`config.mk`:
```
export PLATFORM = sky130hd
export DESIGN_NAME = flit_inject_arbiter_flat
export DESIGN_NICKNAME = d
export VERILOG_FILES = /design/src/rtl/flit_inject_arbiter_if.sv /design/src/rtl/flit_inject_arbiter.sv /design/src/flat_wrapper.sv
export SDC_FILE = /design/constraint.sdc
export NUM_CORES = 1
export LEC_CHECK = 0
export ABC_CLOCK_PERIOD_IN_PS = 7200
export CAP_MARGIN = 20
export CELL_PAD_IN_SITES_DETAIL_PLACEMENT = 1
export CELL_PAD_IN_SITES_GLOBAL_PLACEMENT = 1
export CORE_UTILIZATION = 43
export CTS_CLUSTER_SIZE = 16
export DETAILED_ROUTE_END_ITERATION = 12
export GPL_ROUTABILITY_DRIVEN = 1
export PLACE_DENSITY_LB_ADDON = 0.1
export SLEW_MARGIN = 20
export SYNTH_ARGS = -nofsm -noshare
export SYNTH_HDL_FRONTEND = slang
export SYNTH_SLANG_ARGS = --single-unit
```
`constraint.sdc`:
```
create_clock -name clk -period 7.2 [get_ports clk]
set_input_delay 1.8 -clock clk [delete_from_list [all_inputs] [get_ports clk]]
set_output_delay 1.8 -clock clk [all_outputs]
set_load 0.01 [all_outputs]
```
`src/rtl/flit_inject_arbiter_if.sv`:
```
// Bus bundle for flit_inject_arbiter: per-source flit inputs, granted flit output, grant and drop counters.
// The slave modport is the arbiter's view; the master modport is the source/router side.
interface flit_inject_arbiter_if #(
  parameter int unsigned REQ_COUNT = 4,
  parameter int unsigned FW        = 22
);
  logic [REQ_COUNT-1:0]    in_valid;
  logic [REQ_COUNT*FW-1:0] in_flit;
  logic                    out_ready;
  logic                    out_valid;
  logic [FW-1:0]           out_flit;
  logic [REQ_COUNT-1:0]    grant;
  logic [REQ_COUNT*8-1:0]  drop_count;

  modport master (
    output in_valid,
    output in_flit,
    output out_ready,
    input  out_valid,
    input  out_flit,
    input  grant,
    input  drop_count
  );

  modport slave (
    input  in_valid,
    input  in_flit,
    input  out_ready,
    output out_valid,
    output out_flit,
    output grant,
    output drop_count
  );
endinterface

```
`src/rtl/flit_inject_arbiter.sv`:
```
// Per-source flit FIFOs sharing one router local port under packet-atomic round-robin arbitration.
// Define FLIT_ARB_DROP_COUNT_EN to build the per-source saturating drop counters.
module flit_inject_arbiter #(
  parameter int unsigned REQ_COUNT       = 4,
  parameter int unsigned NODE_COUNT      = 8,
  parameter int unsigned PACKET_ID_WIDTH = 5,
  parameter int unsigned FIFO_DEPTH      = 4
) (
  input  logic                clk,
  input  logic                rst,
  input  logic                ce,
  flit_inject_arbiter_if.slave bus
);
  localparam int unsigned DW = $clog2(NODE_COUNT);
  localparam int unsigned FW = 3 + 2*DW + 8 + PACKET_ID_WIDTH;
  localparam int unsigned AW = $clog2(FIFO_DEPTH);
  localparam int unsigned CW = AW + 1;
  localparam int unsigned IW = (REQ_COUNT > 1) ? $clog2(REQ_COUNT) : 1;

  typedef struct packed {
    logic                       valid;
    logic [DW-1:0]              dest;
    logic [7:0]                 payload;
    logic [PACKET_ID_WIDTH-1:0] packet_id;
    logic [DW-1:0]              src;
    logic [1:0]                 seq;
  } flit_t;

  typedef enum logic {IDLE, LOCKED} state_t;

  flit_t                mem    [REQ_COUNT][FIFO_DEPTH];
  logic [AW-1:0]        wr_ptr [REQ_COUNT];
  logic [AW-1:0]        rd_ptr [REQ_COUNT];
  logic [CW-1:0]        count  [REQ_COUNT];
  logic [REQ_COUNT-1:0] full;
  logic [REQ_COUNT-1:0] wr_en;
  logic [REQ_COUNT-1:0] pop;

  state_t               state_q, state_d;
  logic [IW-1:0]        gnt_idx_q, gnt_idx_d;
  logic [IW-1:0]        last_q, last_d;
  logic [REQ_COUNT-1:0] grant_q, grant_d;

  flit_t                head;
  logic                 out_valid_c;
  logic                 xfer;
  logic                 pick_found;
  logic [IW-1:0]        pick_idx;
  logic [IW-1:0]        cand;

  // FIFO write/pop qualifiers; fullness is judged before this cycle's pop
  always_comb begin
    for (int i = 0; i < REQ_COUNT; i++) begin
      full[i]  = (count[i] == CW'(FIFO_DEPTH));
      wr_en[i] = ce && bus.in_valid[i] && !full[i];
      pop[i]   = xfer && (gnt_idx_q == IW'(i));
    end
  end

  // FIFO storage is not reset; only pointers and occupancy are
  always_ff @(posedge clk) begin
    for (int i = 0; i < REQ_COUNT; i++) begin
      if (wr_en[i]) begin
        mem[i][wr_ptr[i]] <= flit_t'(bus.in_flit[i*FW +: FW]);
      end
    end
  end

  always_ff @(posedge clk) begin
    if (rst) begin
      for (int i = 0; i < REQ_COUNT; i++) begin
        wr_ptr[i] <= '0;
        rd_ptr[i] <= '0;
        count[i]  <= '0;
      end
    end else begin
      for (int i = 0; i < REQ_COUNT; i++) begin
        if (wr_en[i]) wr_ptr[i] <= wr_ptr[i] + AW'(1);
        if (pop[i])   rd_ptr[i] <= rd_ptr[i] + AW'(1);
        count[i] <= count[i] + CW'(wr_en[i]) - CW'(pop[i]);
      end
    end
  end

  // Arbiter state register
  always_ff @(posedge clk) begin
    if (rst) begin
      state_q   <= IDLE;
      gnt_idx_q <= '0;
      last_q    <= IW'(REQ_COUNT - 1);
      grant_q   <= '0;
    end else begin
      state_q   <= state_d;
      gnt_idx_q <= gnt_idx_d;
      last_q    <= last_d;
      grant_q   <= grant_d;
    end
  end

  // Next-state logic: round-robin pick in IDLE, hold the port until a seq==3 flit leaves
  always_comb begin
    state_d     = state_q;
    gnt_idx_d   = gnt_idx_q;
    last_d      = last_q;
    grant_d     = grant_q;
    out_valid_c = 1'b0;
    xfer        = 1'b0;
    pick_found  = 1'b0;
    pick_idx    = '0;
    cand        = '0;
    head        = mem[gnt_idx_q][rd_ptr[gnt_idx_q]];

    for (int k = 1; k <= REQ_COUNT; k++) begin
      cand = IW'((int'(last_q) + k) % int'(REQ_COUNT));
      if (!pick_found && (count[cand] != '0)) begin
        pick_found = 1'b1;
        pick_idx   = cand;
      end
    end

    case (state_q)
      IDLE: begin
        if (ce && pick_found) begin
          state_d   = LOCKED;
          gnt_idx_d = pick_idx;
          grant_d   = REQ_COUNT'(1) << pick_idx;
        end
      end
      LOCKED: begin
        out_valid_c = ce && !rst && (count[gnt_idx_q] != '0);
        xfer        = out_valid_c && bus.out_ready;
        if (xfer && (head.seq == 2'd3)) begin
          state_d = IDLE;
          last_d  = gnt_idx_q;
          grant_d = '0;
        end
      end
      default: begin
        state_d = IDLE;
        grant_d = '0;
      end
    endcase
  end

  assign bus.out_valid = out_valid_c;
  assign bus.out_flit  = (state_q == LOCKED) ? head : '0;
  assign bus.grant     = grant_q;

`ifdef FLIT_ARB_DROP_COUNT_EN
  logic [7:0] drop_q [REQ_COUNT];

  // Saturating count of flits that arrived at a full FIFO
  always_ff @(posedge clk) begin
    if (rst) begin
      for (int i = 0; i < REQ_COUNT; i++) drop_q[i] <= '0;
    end else begin
      for (int i = 0; i < REQ_COUNT; i++) begin
        if (ce && bus.in_valid[i] && full[i] && (drop_q[i] != 8'hFF)) begin
          drop_q[i] <= drop_q[i] + 8'd1;
        end
      end
    end
  end

  always_comb begin
    bus.drop_count = '0;
    for (int i = 0; i < REQ_COUNT; i++) begin
      bus.drop_count[i*8 +: 8] = drop_q[i];
    end
  end
`else
  assign bus.drop_count = '0;
`endif

endmodule

```
`src/flat_wrapper.sv`:
```
// flat-port wrapper written by rule: the top's interface ports become plain ports
module flit_inject_arbiter_flat 
#(
  parameter int unsigned REQ_COUNT       = 4,
  parameter int unsigned NODE_COUNT      = 8,
  parameter int unsigned PACKET_ID_WIDTH = 5,
  parameter int unsigned FIFO_DEPTH      = 4
)
  (clk, rst, ce, bus_in_valid, bus_in_flit, bus_out_ready, bus_out_valid, bus_out_flit, bus_grant, bus_drop_count);
  flit_inject_arbiter_if #(.REQ_COUNT(REQ_COUNT), .FW((3 + 2*($clog2((8))) + 8 + (5)))) bus_i ();
  input  logic clk;
  input  logic rst;
  input  logic ce;
  input wire logic [$bits(bus_i.in_valid)-1:0] bus_in_valid;
  input wire logic [$bits(bus_i.in_flit)-1:0] bus_in_flit;
  input wire logic [$bits(bus_i.out_ready)-1:0] bus_out_ready;
  output wire logic [$bits(bus_i.out_valid)-1:0] bus_out_valid;
  output wire logic [$bits(bus_i.out_flit)-1:0] bus_out_flit;
  output wire logic [$bits(bus_i.grant)-1:0] bus_grant;
  output wire logic [$bits(bus_i.drop_count)-1:0] bus_drop_count;
  assign bus_i.in_valid = bus_in_valid;
  assign bus_i.in_flit = bus_in_flit;
  assign bus_i.out_ready = bus_out_ready;
  assign bus_out_valid = bus_i.out_valid;
  assign bus_out_flit = bus_i.out_flit;
  assign bus_grant = bus_i.grant;
  assign bus_drop_count = bus_i.drop_count;
  flit_inject_arbiter #(.REQ_COUNT(REQ_COUNT), .NODE_COUNT(NODE_COUNT), .PACKET_ID_WIDTH(PACKET_ID_WIDTH), .FIFO_DEPTH(FIFO_DEPTH)) u_core (.clk(clk), .rst(rst), .ce(ce), .bus(bus_i));
endmodule
```
# Word level (Yosys, flattened, before mapping)
# Memories as Yosys holds them, arrays and structs flattened. A register that Yosys moved wholly into a read port is not among the register bits.
# Index checks and enable logic that the tools add are counted.
[word_totals]
regBits = 9
latchBits = 0
ram_bits = 380
mem_bits_ro = 0
inputBits = 96
output_inout_bits = 59
wordCells = 184
mem_count = 4
[op_classes]
n_addsub = 20
n_mul = 0
div_mod_pow = 0
n_lt_le_gt_ge = 9
eq_ne = 10
n_shift = 1
muxes = 77
bitwise = 18
n_reduce_logical = 41
[mem_list]
columns = ["memory", "depth", "word_bits", "read_ports", "rd_clocked_by_memory_dff", "write_ports", "line", "source"]
rows = [
  ["u_core.mem", 4, 88, 1, 1, 4, "flit_inject_arbiter.sv:31", "flit_t mem [REQ_COUNT][FIFO_DEPTH];"],
  ["u_core.count", 4, 3, 9, 1, 4, "flit_inject_arbiter.sv:34", "logic [CW-1:0] count [REQ_COUNT];"],
  ["u_core.rd_ptr", 4, 2, 5, 1, 4, "flit_inject_arbiter.sv:33", "logic [AW-1:0] rd_ptr [REQ_COUNT];"],
  ["u_core.wr_ptr", 4, 2, 4, 0, 4, "flit_inject_arbiter.sv:32", "logic [AW-1:0] wr_ptr [REQ_COUNT];"],
]
[ops]
columns = ["operator", "n"]
rows = [
  ["$mux 88", 4],
  ["$demux 22 s2", 4],
  ["$mux 22", 7],
  ["$bmux 22 s2", 1],
  ["$mux 2", 18],
  ["$mux 1", 35],
  ["$logic_and 1x1->1", 24],
  ["$add 2x1->2 const B", 10],
  ["$ge 3x3->1 const B", 5],
  ["$not 2->3", 5],
  ["$reduce_bool 3->1", 5],
  ["$add 3x1->3", 4],
  ["$eq 3x3->1 const B", 4],
  ["$lt 3x1->1 const B", 4],
  ["$mux 3", 4],
  ["$or 1x1->1", 12],
  ["$sub 3x1->3", 4],
  ["$logic_not 1->1", 8],
  ["$mux 4", 2],
  ["$pmux 4 s2", 1],
  ["$eq 2x2->1 const B", 3],
  ["$reduce_and 2->1", 3],
  ["$add 2x2->2 const B", 2],
  ["$shl 1x2->4 const A", 1],
  ["other kinds (6)", 6],
]

# Longest topological paths before layout
# An unclocked memory read counts as a cell.
[depth]
ltp_word = 17
mapped_depth = 15
depth_no_buf = 14

# Worst setup path after synthesis
# OpenSTA, ideal clock, no wires.
[synth_path]
path_type = "in2reg"
start = "in ce"
end = "mem u_core.count[2][2] (netlist bit)"
setup_ps = 128
arrival_ps = 4189
required_ps = 7072
setup_slack_ps = 2883
path_stages = 15
n_path_buf = 2
path_cell_list = "clkbuf_1 nand2_1 nor4_1 and2_1 buf_2 nand3b_1 inv_1 ha_1 inv_1 ha_1 inv_1 fa_1 xor2_1 xnor2_1 nor2_1"
[synth_rtl]
columns = ["item", "line", "source"]
rows = [
  ["start: declaration", "flat_wrapper.sv:13", "input logic ce;"],
  ["end: declaration", "flit_inject_arbiter.sv:34", ""],
]

==> results by group <==
Status
  – Status: complete, no violations

Placement
  – Placer Congestion: 0.745
  – HPWL Detailed: 24,500 microns
  – Placed insts: 1,445
  – # port buffers: about 120
  – Worst slack, placed: 1870 ps

CTS
  – CTS tree: done
  – Post-CTS Setup Bufs: 0
  – TritonCTS Buffers: 42
  – Clock tree root buffer cell: clkbuf_16
  – Skew-Pair Late Insertion Delay: between 500 and 600 ps
  – CTS HTree Levels: 2
  – Max Buffers Root-to-Sink: 3
  – Clock Sinks: 393
  – Hold buffers post-CTS: 0
  – Clock Pin Slew Worst Setup and Hold Paths: 60 ps
  – Post-CTS Resized: 0

Timing
  – Fmax: roughly 170 MHz
  – PnR worst setup slack: 1420 ps
  – Setup TNS: 0 ps
  – Final Max Tran Viols: 0
  – Final hold slack: 462 ps
  – Clock skew: 21.2 ps
  – RSZ-0062 raised after global routing: no
  – Worst slew margin: 0.329
  – Worst Tran Pin Value: 1000 ps
  – Final worst-path cycle share: 0.803
  – Final hold viol count: 0
  – Minimum clock period after layout: 5780 ps
  – Final setup fails: 0

Die
  – Die area: 38,300 sq um
  – Row cnt: 70
  – Core area: 36,800 sq um
  – Initial core utilization: 0.439
  – Die Wd: 196 microns
  – I/O pins: 155
  – Die H: 196 microns

Routing
  – Routed vias: 8,318
  – DR pass1 iterations: 5
  – Drt via density: roughly 5.5
  – DRC Markers: 0
  – Routed WL per cell: 25.5 microns
  – Total wire length: 38,800 microns
  – Remaining antenna violation count: 0
  – Initial drt markers: 472

Cells and area
  – Final #Nets: 1,144
  – Final instance count without filler cells: 1,522
  – ANT cells: 0
  – Share of cells above drive strength 1: 0.155
  – Fillers: between 3,000 and 4,000
  – Area growth syn-to-layout: 18.3%

Power
  – PD cells: 286 nW/um^2
  – VDD IR max: 190 uV
  – LEAKAGE: ~6.3 nW

Setup path
  – Crit start category: flop
  – Worst path required time: 5400 ps
  – Crit path largest cell delay: 1180 ps
  – CP max FO: 58
  – Worst setup EP type: primary output
  – Reg2Reg Setup Slack: 3520 ps
  – Crit path cell chain: mux4_4 > buf_4 > mux4_2 > mux2i_1 > o22ai_1 > clkdlybuf4s50_1
  – Setup Crit Path Kind: reg -> out
  – Crit path max-delay cell type: mux4_4
  – Worst EP arrival: 3980 ps

Synth
  – Post-synth EDFFs: between 300 and 400
  – Largest cells by area after synthesis: edfxtp_1, mux4_2, mux2i_1
  – Cell taking the most area after synthesis: edfxtp_1
  – Area share of the largest cell type after synthesis: 0.685
  – Gate Count Post-Synth: 878
  – Synth warnings: 0
  – Post-synth cell types: 54
  – Average cell area after synthesis: roughly 18 sq um
  – Post-Syn Area: 16,100 sq um
  – Top FF cell, synth: edfxtp_1
  – Post-synthesis async set-or-reset flop share: 0
  – Post-synthesis sequential area ratio: 0.716
  – Most common cell in the synthesized netlist: edfxtp_1
  – #FFs+latches synth: 393
  – Post-synth top cells: edfxtp_1, mux2i_1, mux4_2

Global routing
  – Number of global-route vias before repair: 8,804
  – Initial antenna violation count: 0
  – Pin count of the biggest net entering global routing: 59
  – Tot GR Track Use: 0.205
  – Congestion Overflow GR: 0
  – First-pass GRT wire length: 56,800 microns

Flow run
  – Max-Cap Viols: 0

Hold path
  – HP Class: reg -> reg
## logic make-up (layout without fill, tap and decap cells)
kind of cell	count (synthesis)	count (layout)	share of synthesized area
buffers and inverters	104	249	0.0337
DFF	393	393	0.716
xor gates and xnor gates	13	13	0.00706
and+or+nand+nor	124	124	0.0405
muxes	152	152	0.151
adders and majority gates	27	27	0.0228
AOI/OAI and AO/OA	64	64	0.0285
other	1	32	0.000232
## layout by cell type, fill, tap and decap left out, types with 3 or more instances in the layout
| master | netlist | routed |
|---|---|---|
| edfxtp_1 | 368 | 368 |
| clkdlybuf4s50_1 | 0 | 122 |
| dfxtp_1 | 25 | 23 |
| nor2_1 | 25 | 25 |
| mux2i_1 | 76 | 76 |
| ha_1 | 23 | 23 |
| and3_1 | 3 | 3 |
| o22ai_1 | 18 | 18 |
| clkbuf_16 | 0 | 43 |
| o21ai_0 | 8 | 8 |
| and3b_1 | 4 | 4 |
| inv_1 | 28 | 28 |
| clkinv_1 | 0 | 15 |
| and2_1 | 18 | 18 |
| nand2b_1 | 7 | 6 |
| nor2b_1 | 8 | 8 |
| buf_4 | 32 | 22 |
| xnor2_1 | 12 | 12 |
| clkbuf_1 | 21 | 12 |
| or2_2 | 5 | 5 |
| nor3_1 | 4 | 4 |
| nand2_1 | 33 | 33 |
| fa_1 | 4 | 4 |
| o221ai_1 | 7 | 7 |
| a21oi_1 | 11 | 11 |
| conb_1 | 1 | 32 |
| bufinv_16 | 0 | 3 |
| nor3b_1 | 5 | 5 |
| mux4_2 | 73 | 72 |
| mux2_2 | 3 | 3 |
## worst max-delay path, delay by kind of cell, from the launching register on
| family | cells | cell delay (ps) |
|---|---|---|
| flip-flops | 1 | 650 |
| AO/OA/AOI/OAI | 1 | 230 |
| buffers and inverters | 2 | 1010 |
| multiplexers | 3 | 1500 |
## power breakdown
group	internal (mW)	leakage, nW	total, mW	switching, mW
clock	1.20	0.622	2.04	0.841
sequential	2.58	3.57	2.65	0.0640
combinational	0.374	2.14	0.779	0.404
## cell type report
type	count	area, sq um	area share
Timing Repair Buffer	144	1390	0.0726
Clock buffer	55	1120	0.0587
Clock inverter	22	173	0.00905
Sequential cell	393	11600	0.606
Tap cell	468	586	0.0307
Inverter	28	105	0.00551
Multi-Input combinational cell	412	4160	0.218
## through the flow
step	total power, mW	area [sq um]	utilization
finish	5.47	19100	0.519
global route	5.66	19100	0.519
detailed placement	3.49	17800	0.484
CTS	5.53	19100	0.519
global placement	3.48	17800	0.484
floorplan	3.18	16200	-
## sequential cells by signal, indices dropped and copies added, names as in the netlist, named ones only
signal,count
u_core.last_q,2
u_core.state_q,1
u_core.rd_ptr,8
u_core.wr_ptr,8
u_core.mem,352
u_core.bus.grant,4
u_core.gnt_idx_q,2
u_core.count,12
## worst paths after layout
check | from | to | cells past startpoint
setup / recovery | flop | bus_out_flit[4] | 6
hold / removal | u_core.bus.grant[2]$_SDFFE_PP0P_ | u_core.bus.grant[2]$_SDFFE_PP0P_ | 2
setup reg to reg | flop | u_core.count[2][2]$_SDFF_PP0_ | 13
hold reg to reg | u_core.bus.grant[2]$_SDFFE_PP0P_ | u_core.bus.grant[2]$_SDFFE_PP0P_ | 2
## routing by layer
metal  track usage  vias up  wire [microns]
li1              -     3682               -
met1         0.284     4389           17300
met2         0.348      209           19300
met3        0.0284       38            1680
met4        0.0448        0             520
met5             0        -               0
Note: power is estimated with default switching activity, not from simulation.
